## src/rtl/onchip_mem_s2_arbiter.sv

```systemverilog
// rtl/onchip_mem_s2_arbiter.sv - two-requester arbiter onto a single-port on-chip memory
// Tie-break: fixed priority (rq0 wins) by default; round-robin when ARB_ROUND_ROBIN_EN is defined.
module onchip_mem_s2_arbiter #(
  parameter int ADDR_W       = 15,
  parameter int DATA_W       = 32,
  parameter int READ_LATENCY = 1
) (
  input  logic                  clk_clk,
  input  logic                  reset_reset_n,

  input  logic                  rq0_valid,
  input  logic                  rq0_write,
  input  logic [ADDR_W-1:0]     rq0_addr,
  input  logic [DATA_W-1:0]     rq0_wdata,
  input  logic [DATA_W/8-1:0]   rq0_byteen,
  output logic                  rq0_ready,
  output logic                  rq0_rvalid,
  output logic [DATA_W-1:0]     rq0_rdata,

  input  logic                  rq1_valid,
  input  logic                  rq1_write,
  input  logic [ADDR_W-1:0]     rq1_addr,
  input  logic [DATA_W-1:0]     rq1_wdata,
  input  logic [DATA_W/8-1:0]   rq1_byteen,
  output logic                  rq1_ready,
  output logic                  rq1_rvalid,
  output logic [DATA_W-1:0]     rq1_rdata,

  output logic [ADDR_W-1:0]     mem_address,
  output logic                  mem_chipselect,
  output logic                  mem_clken,
  output logic                  mem_write,
  output logic [DATA_W-1:0]     mem_writedata,
  output logic [DATA_W/8-1:0]   mem_byteenable,
  input  logic [DATA_W-1:0]     mem_readdata
);

  localparam int BE_W = DATA_W / 8;

  logic                    gnt0;
  logic                    gnt1;
  logic                    accept;
  logic                    sel;
  logic                    cmd_write;
  logic [ADDR_W-1:0]       cmd_addr;
  logic [DATA_W-1:0]       cmd_wdata;
  logic [BE_W-1:0]         cmd_byteen;
  logic                    issue_id;
  logic [READ_LATENCY-1:0] tag_valid;
  logic [READ_LATENCY-1:0] tag_id;

`ifdef ARB_ROUND_ROBIN_EN
  logic last_gnt;
`endif

  // mem_clken doubles as the "out of reset" flag, so no grant is issued while reset is sampled.
  always_comb begin
    gnt0 = 1'b0;
    gnt1 = 1'b0;
    if (mem_clken) begin
      if (rq0_valid && rq1_valid) begin
`ifdef ARB_ROUND_ROBIN_EN
        gnt0 = last_gnt;
        gnt1 = !last_gnt;
`else
        gnt0 = 1'b1;
`endif
      end else begin
        gnt0 = rq0_valid;
        gnt1 = rq1_valid;
      end
    end
  end

  assign rq0_ready  = gnt0;
  assign rq1_ready  = gnt1;
  assign accept     = gnt0 | gnt1;
  assign sel        = gnt1;
  assign cmd_write  = sel ? rq1_write  : rq0_write;
  assign cmd_addr   = sel ? rq1_addr   : rq0_addr;
  assign cmd_wdata  = sel ? rq1_wdata  : rq0_wdata;
  assign cmd_byteen = sel ? rq1_byteen : rq0_byteen;

  always_ff @(posedge clk_clk) begin
    if (!reset_reset_n) begin
      mem_clken      <= 1'b0;
      mem_chipselect <= 1'b0;
      mem_write      <= 1'b0;
      mem_address    <= '0;
      mem_writedata  <= '0;
      mem_byteenable <= '0;
      issue_id       <= 1'b0;
      tag_valid      <= '0;
      tag_id         <= '0;
      rq0_rvalid     <= 1'b0;
      rq1_rvalid     <= 1'b0;
      rq0_rdata      <= '0;
      rq1_rdata      <= '0;
`ifdef ARB_ROUND_ROBIN_EN
      last_gnt       <= 1'b1;
`endif
    end else begin
      mem_clken      <= 1'b1;
      mem_chipselect <= accept;
      mem_write      <= accept & cmd_write;
      if (accept) begin
        mem_address    <= cmd_addr;
        mem_writedata  <= cmd_wdata;
        mem_byteenable <= cmd_write ? cmd_byteen : {BE_W{1'b1}};
        issue_id       <= sel;
`ifdef ARB_ROUND_ROBIN_EN
        last_gnt       <= sel;
`endif
      end

      // Tag stage i describes the read whose chipselect was i+1 cycles ago.
      tag_valid[0] <= mem_chipselect & ~mem_write;
      tag_id[0]    <= issue_id;
      for (int i = 1; i < READ_LATENCY; i++) begin
        tag_valid[i] <= tag_valid[i-1];
        tag_id[i]    <= tag_id[i-1];
      end

      rq0_rvalid <= tag_valid[READ_LATENCY-1] & ~tag_id[READ_LATENCY-1];
      rq1_rvalid <= tag_valid[READ_LATENCY-1] &  tag_id[READ_LATENCY-1];
      if (tag_valid[READ_LATENCY-1]) begin
        if (tag_id[READ_LATENCY-1]) rq1_rdata <= mem_readdata;
        else                        rq0_rdata <= mem_readdata;
      end
    end
  end

endmodule

```

## config.mk

```make
export PLATFORM = sky130hd
export DESIGN_NAME = onchip_mem_s2_arbiter
export DESIGN_NICKNAME = d
export VERILOG_FILES = /design/src/rtl/onchip_mem_s2_arbiter.sv
export SDC_FILE = /design/constraint.sdc
export NUM_CORES = 1
export LEC_CHECK = 0
export ABC_AREA = 0
export CORE_MARGIN = 1
export CORE_UTILIZATION = 39
export DETAILED_ROUTE_END_ITERATION = 12
export PLACE_DENSITY = 0.77
export SYNTH_ARGS = -nofsm -noshare
export SYNTH_HDL_FRONTEND = slang
export SYNTH_SLANG_ARGS = --single-unit
```

## constraint.sdc

```tcl
create_clock -name clk_clk -period 1.3 [get_ports clk_clk]
set_input_delay 0.26 -clock clk_clk [delete_from_list [all_inputs] [get_ports clk_clk]]
set_output_delay 0.26 -clock clk_clk [all_outputs]
set_load 0.02 [all_outputs]
```

==> flow_summary.ini, run 1 <==
[status]
status = complete, but fails checks
violations = negative setup slack

[detailed_routing]
via_per_inst = 5.06
dr.pass1.iters = 5
dr_total_vias = 4651
antenna_left = 0
drc_errors = 0
drt_iter0_drc = 214
wl_per_cell_um = 18.1
routed_wl_mm = 16.6

[pwr]
p_switching_mw = 2.38
ir_drop_mv = 0.864
swShare_pct = 22.9
p_per_area_mw_per_mm2 = 1260
p_int_mw = 8.02
combPwrFrac_pct = 13.7
p_clk_share_pct = 47.8
p_leak_nw = 3.56
p_seq_share_pct = 38.5

[global_routing]
antenna_found_initial = 1
met3_usage_pct = 9.64
grt_pass1_vias = 4890
grt-busiest-layer = met2
grt_overflow = 0
grt_max_degree = 39
grt_use_met1_pct = 25.4
grt.total_usage_pct = 24.7
grt_pass1_wl_mm = 24.4
use_met2_pct = 45.5

[floorplanning]
dieArea_mm2 = 0.0128
core.rowCount = 40
initial_core_util_pct = 40.0
die_h_um = 113
io_pins = 262
core_mm2 = 0.0120
fp.dieW_um = 113

[sta]
fin_crit_ns = 1.42
setup-tns-final_ns = -2.97
hold_violations = 0
slew_viol_final = 0
rsz0062_at_grt = true
finalWorstSetupSlack_ns = -0.120
fin_skew_ns = 0.00840
relSlewSlack_pct = 82.8
worst_slew_pin_slew_ns = 0.258
post-route-period-util_pct = 109
finalSetupViolations = 53
clock.fmax_ghz = 0.704

[setup_path]
cp-startpoint = mem_clken
rr_worst_depth = 6
cpPeakStageDelay_ns = 0.35
r2r-end = mem_writedata[9]
arrival_ns = 1.71
reg2reg_from = mem_clken
crit_chain = nand3b_1 -> buf_4 -> buf_12 -> buf_16 -> mux2i_1 -> o2bb2ai_1
r2r_slack_ns = -0.12
cp_data_required_time_ns = 1.59
crit_slowest_cell = dfxtp_2
critPathMaxFanout = 8
worstSetupPathType = reg -> reg
endpoint_kind = register
endpoint = mem_writedata[9]
cp-start-kind = register

[flow_run]
maxCapViolCount = 0

[cts]
clk_pin_slew_ns = 0.05
h-tree-depth = 4
cts_root_buf = clkbuf_16
insertion_delay_ns = 0.41
clock_path_buffers = 2
cts.sinks = 123
cts_hold_buf = 0
cts_tree = yes
numCtsBuffers = 17

[final_layout]
final_nets = 900
final_cell_mix = clkdlybuf4s50_1, nand2_1, dfxtp_1
fin_area_mm2 = 0.00823
n_fill_cell = 970
drive_gt1_share_pct = 26.1
multi_input_area_mm2 = 0.00209
seqCellArea_mm2 = 0.00246
utilization_pct = 68.5
diodes = 0
final_common_cell = clkdlybuf4s50_1
area_growth_pct = 71.3

[placed_design]
placed_area_mm2 = 0.00759
dp_slack_ns = -0.600
place.port_buffers = 261
hpwlAfterDp_mm = 11.4
gp_congestion = 0.800

[synth]
synth_cells = 480
synth_cell_type_count = 27
yosysSeqAreaShare_pct = 51.3
ys_ff_latch = 123
yosys_warnings = 0
avgSynthCellArea_um2 = 10.0
syn_area_mm2 = 0.00480
synthesis.nets = 620

[hold_path]
hold_class = in -> reg
worst min-delay path by stage:
| stage | start | end | cells past startpoint |
|---|---|---|---|
| floorplan | reset_reset_n | mem_clken | 0 |
| global placement | rq0_rdata[7] | rq0_rdata[7] | 2 |
| detailed placement | rq1_rdata[25] | rq1_rdata[25] | 2 |
| CTS | reset_reset_n | mem_clken | 1 |
| global route | reset_reset_n | mem_clken | 1 |
| finish | reset_reset_n | mem_clken | 1 |
synth_stat cells:
cell       number  area, µm²
a21boi_1       60        450
buf_6           8       90.1
dfxtp_1       123       2460
nor2b_1         1       6.26
buf_2          13       65.1
mux2i_1        51        510
nand2b_1        1       6.26
nand2_2         1       6.26
a21boi_0        5       37.5
nor3b_1         1       7.51
o2bb2ai_1      47        412
buf_12          3       60.1
inv_1           2       7.51
and3b_1         1       8.76
buf_4           1       7.51
buf_8           1       15.0
o21a_2          1       8.76
clkbuf_1       10       37.5
nand3b_1        2       15.0
nor2b_2         1       8.76
and2_2          1       7.51
and3_1          1       6.26
o21ai_0         4       20.0
buf_1           2       7.51
a21oi_1         5       25.0
nand2_1       130        488
and2_1          4       25.0
metrics by stage:
step	hold WS (ns)	std cells	power [mW]
after floorplan	0.288	480	4.64
after global placement	0.441	875	5.45
after detailed placement	0.445	875	5.48
after CTS	0.0538	908	10.4
after global routing	0.0658	920	10.8
final	0.0789	920	10.4
layout make-up:
| cell class | instances | area share [%] |
|---|---|---|
| Timing Repair Buffer | 299 | 34.7 |
| Sequential cell | 123 | 29.9 |
| Multi-Input combinational cell | 317 | 25.4 |
| Clock buffer | 20 | 5.55 |
| Tap cell | 147 | 2.24 |
| Clock inverter | 12 | 2.07 |
| Inverter | 2 | 0.0912 |
critical path: cells and delay by family (launching register included):
kind,cells,cell delay (ns)
buffers and inverters,3,0.49
flip-flops,1,0.35
AO/OA/AOI/OAI,1,0.08
multiplexers,1,0.21
AND/OR/NAND/NOR,1,0.16
sequential cells by signal, indices dropped and copies added (netlist names):
signal          count
issue_id            1
mem_address        15
mem_byteenable      4
mem_chipselect      1
mem_clken           1
mem_write           1
mem_writedata      32
rq0_rdata          32
rq0_rvalid          1
rq1_rdata          32
rq1_rvalid          1
tag_id              1
tag_valid           1
per-layer routing:
metal  routed length [µm]  part of all wire, %
met1                 6210                   37
met2                 8660                   52
met3                 1330                  8.0
met4                  424                  2.5
met5                   13                0.078
what timing repair did:
item,CTS,global route
gates resized for setup,368,87
endpoints found under the setup margin,167,120
pin swaps,1,6
cloned,1,9
buffers inserted,0,3
power groups by stage:
stage	clock network (mW)	registers [mW]	logic [mW]
after floorplan	0	4.25	0.398
after global placement	0	4.07	1.38
after detailed placement	0	4.08	1.40
after CTS	5.01	4.00	1.37
after global routing	5.23	4.02	1.51
final	4.97	4.00	1.43
cell families (layout without fill, tap and decap cells):
group / after synthesis / count (layout) / share of synthesized area, %
DFF: 123 / 123 / 51.3
and+or+nand+nor: 144 / 144 / 12.2
muxes: 51 / 51 / 10.6
buffers and inverters: 40 / 333 / 6.05
AOI/OAI and AO/OA: 122 / 122 / 19.9
(Power assumes the default switching activity.)
==> run 2, diff against run 1 <==
MAX_ROUTING_LAYER = met4   (was not set)
==> run 2 against run 1 <==
The run still ends with negative setup slack left. Global-route usage is 0.77 points higher. Clock skew is 0.00093 ns higher. Largest power group unchanged. Cell count is 0.11% higher. Setup slack worse by 0.0058 ns. Sequential share of layout area hardly changed. Via count is 0.11% lower. Maximum frequency is 0.40% lower. Utilization hardly changed.
==> flow_summary.ini, run 2 (synthesized netlist as in run 1, its figures left out) <==
[cts]
h-tree-depth = 4
cts_hold_buf = 0
clk_pin_slew_ns = 0.05
insertion_delay_ns = 0.40
clock_path_buffers = 2
cts_tree = yes
numCtsBuffers = 17
cts.sinks = 123
cts_root_buf = clkbuf_16

[detailed_routing]
via_per_inst = 5.04
routed_wl_mm = 16.7
dr.pass1.iters = 5
dr_total_vias = 4646
wl_per_cell_um = 18.1
antenna_left = 0
drt_iter0_drc = 231
drc_errors = 0

[hold_path]
min_path_cells = 1
hold_class = in -> reg
min_from = reset_reset_n

[setup_path]
endpoint_kind = register
r2r_slack_ns = -0.13
crit_slowest_cell = dfxtp_2
worstSetupPathType = reg -> reg
crit_chain = nand3b_1 -> buf_4 -> buf_12 -> buf_16 -> mux2i_1 -> o2bb2ai_1
cp-startpoint = mem_clken
r2r-end = mem_writedata[9]
cpPeakStageDelay_ns = 0.36
arrival_ns = 1.71
cp-start-kind = register
reg2reg_from = mem_clken
critPathMaxFanout = 8
cp_data_required_time_ns = 1.59
rr_worst_depth = 6
endpoint = mem_writedata[9]

[sta]
finalWorstSetupSlack_ns = -0.126
post-route-period-util_pct = 110
fin_crit_ns = 1.43
finalSetupViolations = 53
setup-tns-final_ns = -3.74
slew_viol_final = 0
worst_slew_pin_slew_ns = 0.264
fin_skew_ns = 0.00933
relSlewSlack_pct = 82.4
whs_ns = 0.0815
rsz0062_at_grt = true
hold_violations = 0
clock.fmax_ghz = 0.701

[floorplanning]
core_mm2 = 0.0120
fp.dieW_um = 113
dieArea_mm2 = 0.0128
initial_core_util_pct = 40.0
io_pins = 262
die_h_um = 113
core.rowCount = 40

[pwr]
p_leak_nw = 3.56
p_per_area_mw_per_mm2 = 1260
power_mw = 10.4
ir_drop_mv = 0.820

[final_layout]
fin_area_mm2 = 0.00823
drive_gt1_share_pct = 26.1
area_growth_pct = 71.4
largestRegisters = mem_writedata: 32 flops, rq0_rdata: 32 flops, rq1_rdata: 32 flops
final_nets = 900
final_common_cell = clkdlybuf4s50_1
final_cell_mix = clkdlybuf4s50_1, nand2_1, dfxtp_1

[global_routing]
antenna_found_initial = 1
grt_max_degree = 39
grt_overflow = 0
grt.total_usage_pct = 25.5
grt_pass1_wl_mm = 24.4
grt_pass1_vias = 4894

[placed_design]
gp_congestion = 0.812
hpwlAfterDp_mm = 11.4
place.port_buffers = 261
dp_slack_ns = -0.600
placed_area_mm2 = 0.00759

[status]
violations = negative setup slack
status = complete, but fails checks

[flow_run]
maxCapViolCount = 0
==> run 2: changes by cell type in the layout (fill, tap and decap cells not counted) <==
cell and delta:
diode_2 +1
==> run 2: how the worst min path moves through the flow <==
stage / endpoint / slack [ns]
floorplan: mem_clken / 0.29
global placement: rq0_rdata[7] / 0.44
detailed placement: rq1_rdata[25] / 0.45
CTS: mem_clken / 0.05
global route: mem_clken / 0.07
finish: mem_clken / 0.08
==> run 2: power by group <==
group | switching [mW] | internal [mW]
Combinational | 0.624 | 0.805
Sequential | 0.0831 | 3.92
Clock | 1.66 | 3.29
Total | 2.37 | 8.02
==> run 2: what timing repair did <==
| action | 4_1_cts | 5_1_grt |
|---|---|---|
| pin swaps | 1 | 6 |
| buffers inserted | 0 | 3 |
| endpoints found under the hold margin | 0 | 0 |
| resized for setup | 368 | 87 |
| gates cloned | 1 | 9 |
| endpoints found under the setup margin | 167 | 120 |
==> run 2: through the flow <==
| step | util, % | instances |
|---|---|---|
| after CTS | 69.5 | 908 |
| final | 68.5 | 921 |
| after detailed placement | 63.2 | 875 |
| after floorplan | - | 480 |
| after global routing | 68.5 | 921 |
| after global placement | 63.2 | 875 |
==> run 2: area by class of cell <==
type	instances	area, µm²
antenna	1	2.50
clock buffer	20	457
clock inverter	12	170
fill	973	3780
inverter	2	7.51
multi-input combinational	317	2090
sequential	123	2460
tap	147	184
timing repair buffer	299	2860
==> run 2: routing by layer <==
| layer | part of all wire (%) | up-vias | wire (µm) | track usage, % |
|---|---|---|---|---|
| met4 | 2.3 | 0 | 391 | 9.30 |
| met3 | 7.4 | 29 | 1230 | 8.41 |
| met2 | 52 | 187 | 8690 | 45.4 |
| met5 | 0 | - | 0 | - |
| li1 | - | 2214 | - | - |
| met1 | 38 | 2216 | 6370 | 26.2 |
==> run 2: critical path: cells and delay by family (launching register included) <==
kind            cells  cell delay, ns
buf+inv             3            0.49
mux                 1            0.21
simple gates        1            0.17
flops               1            0.36
compound gates      1            0.08
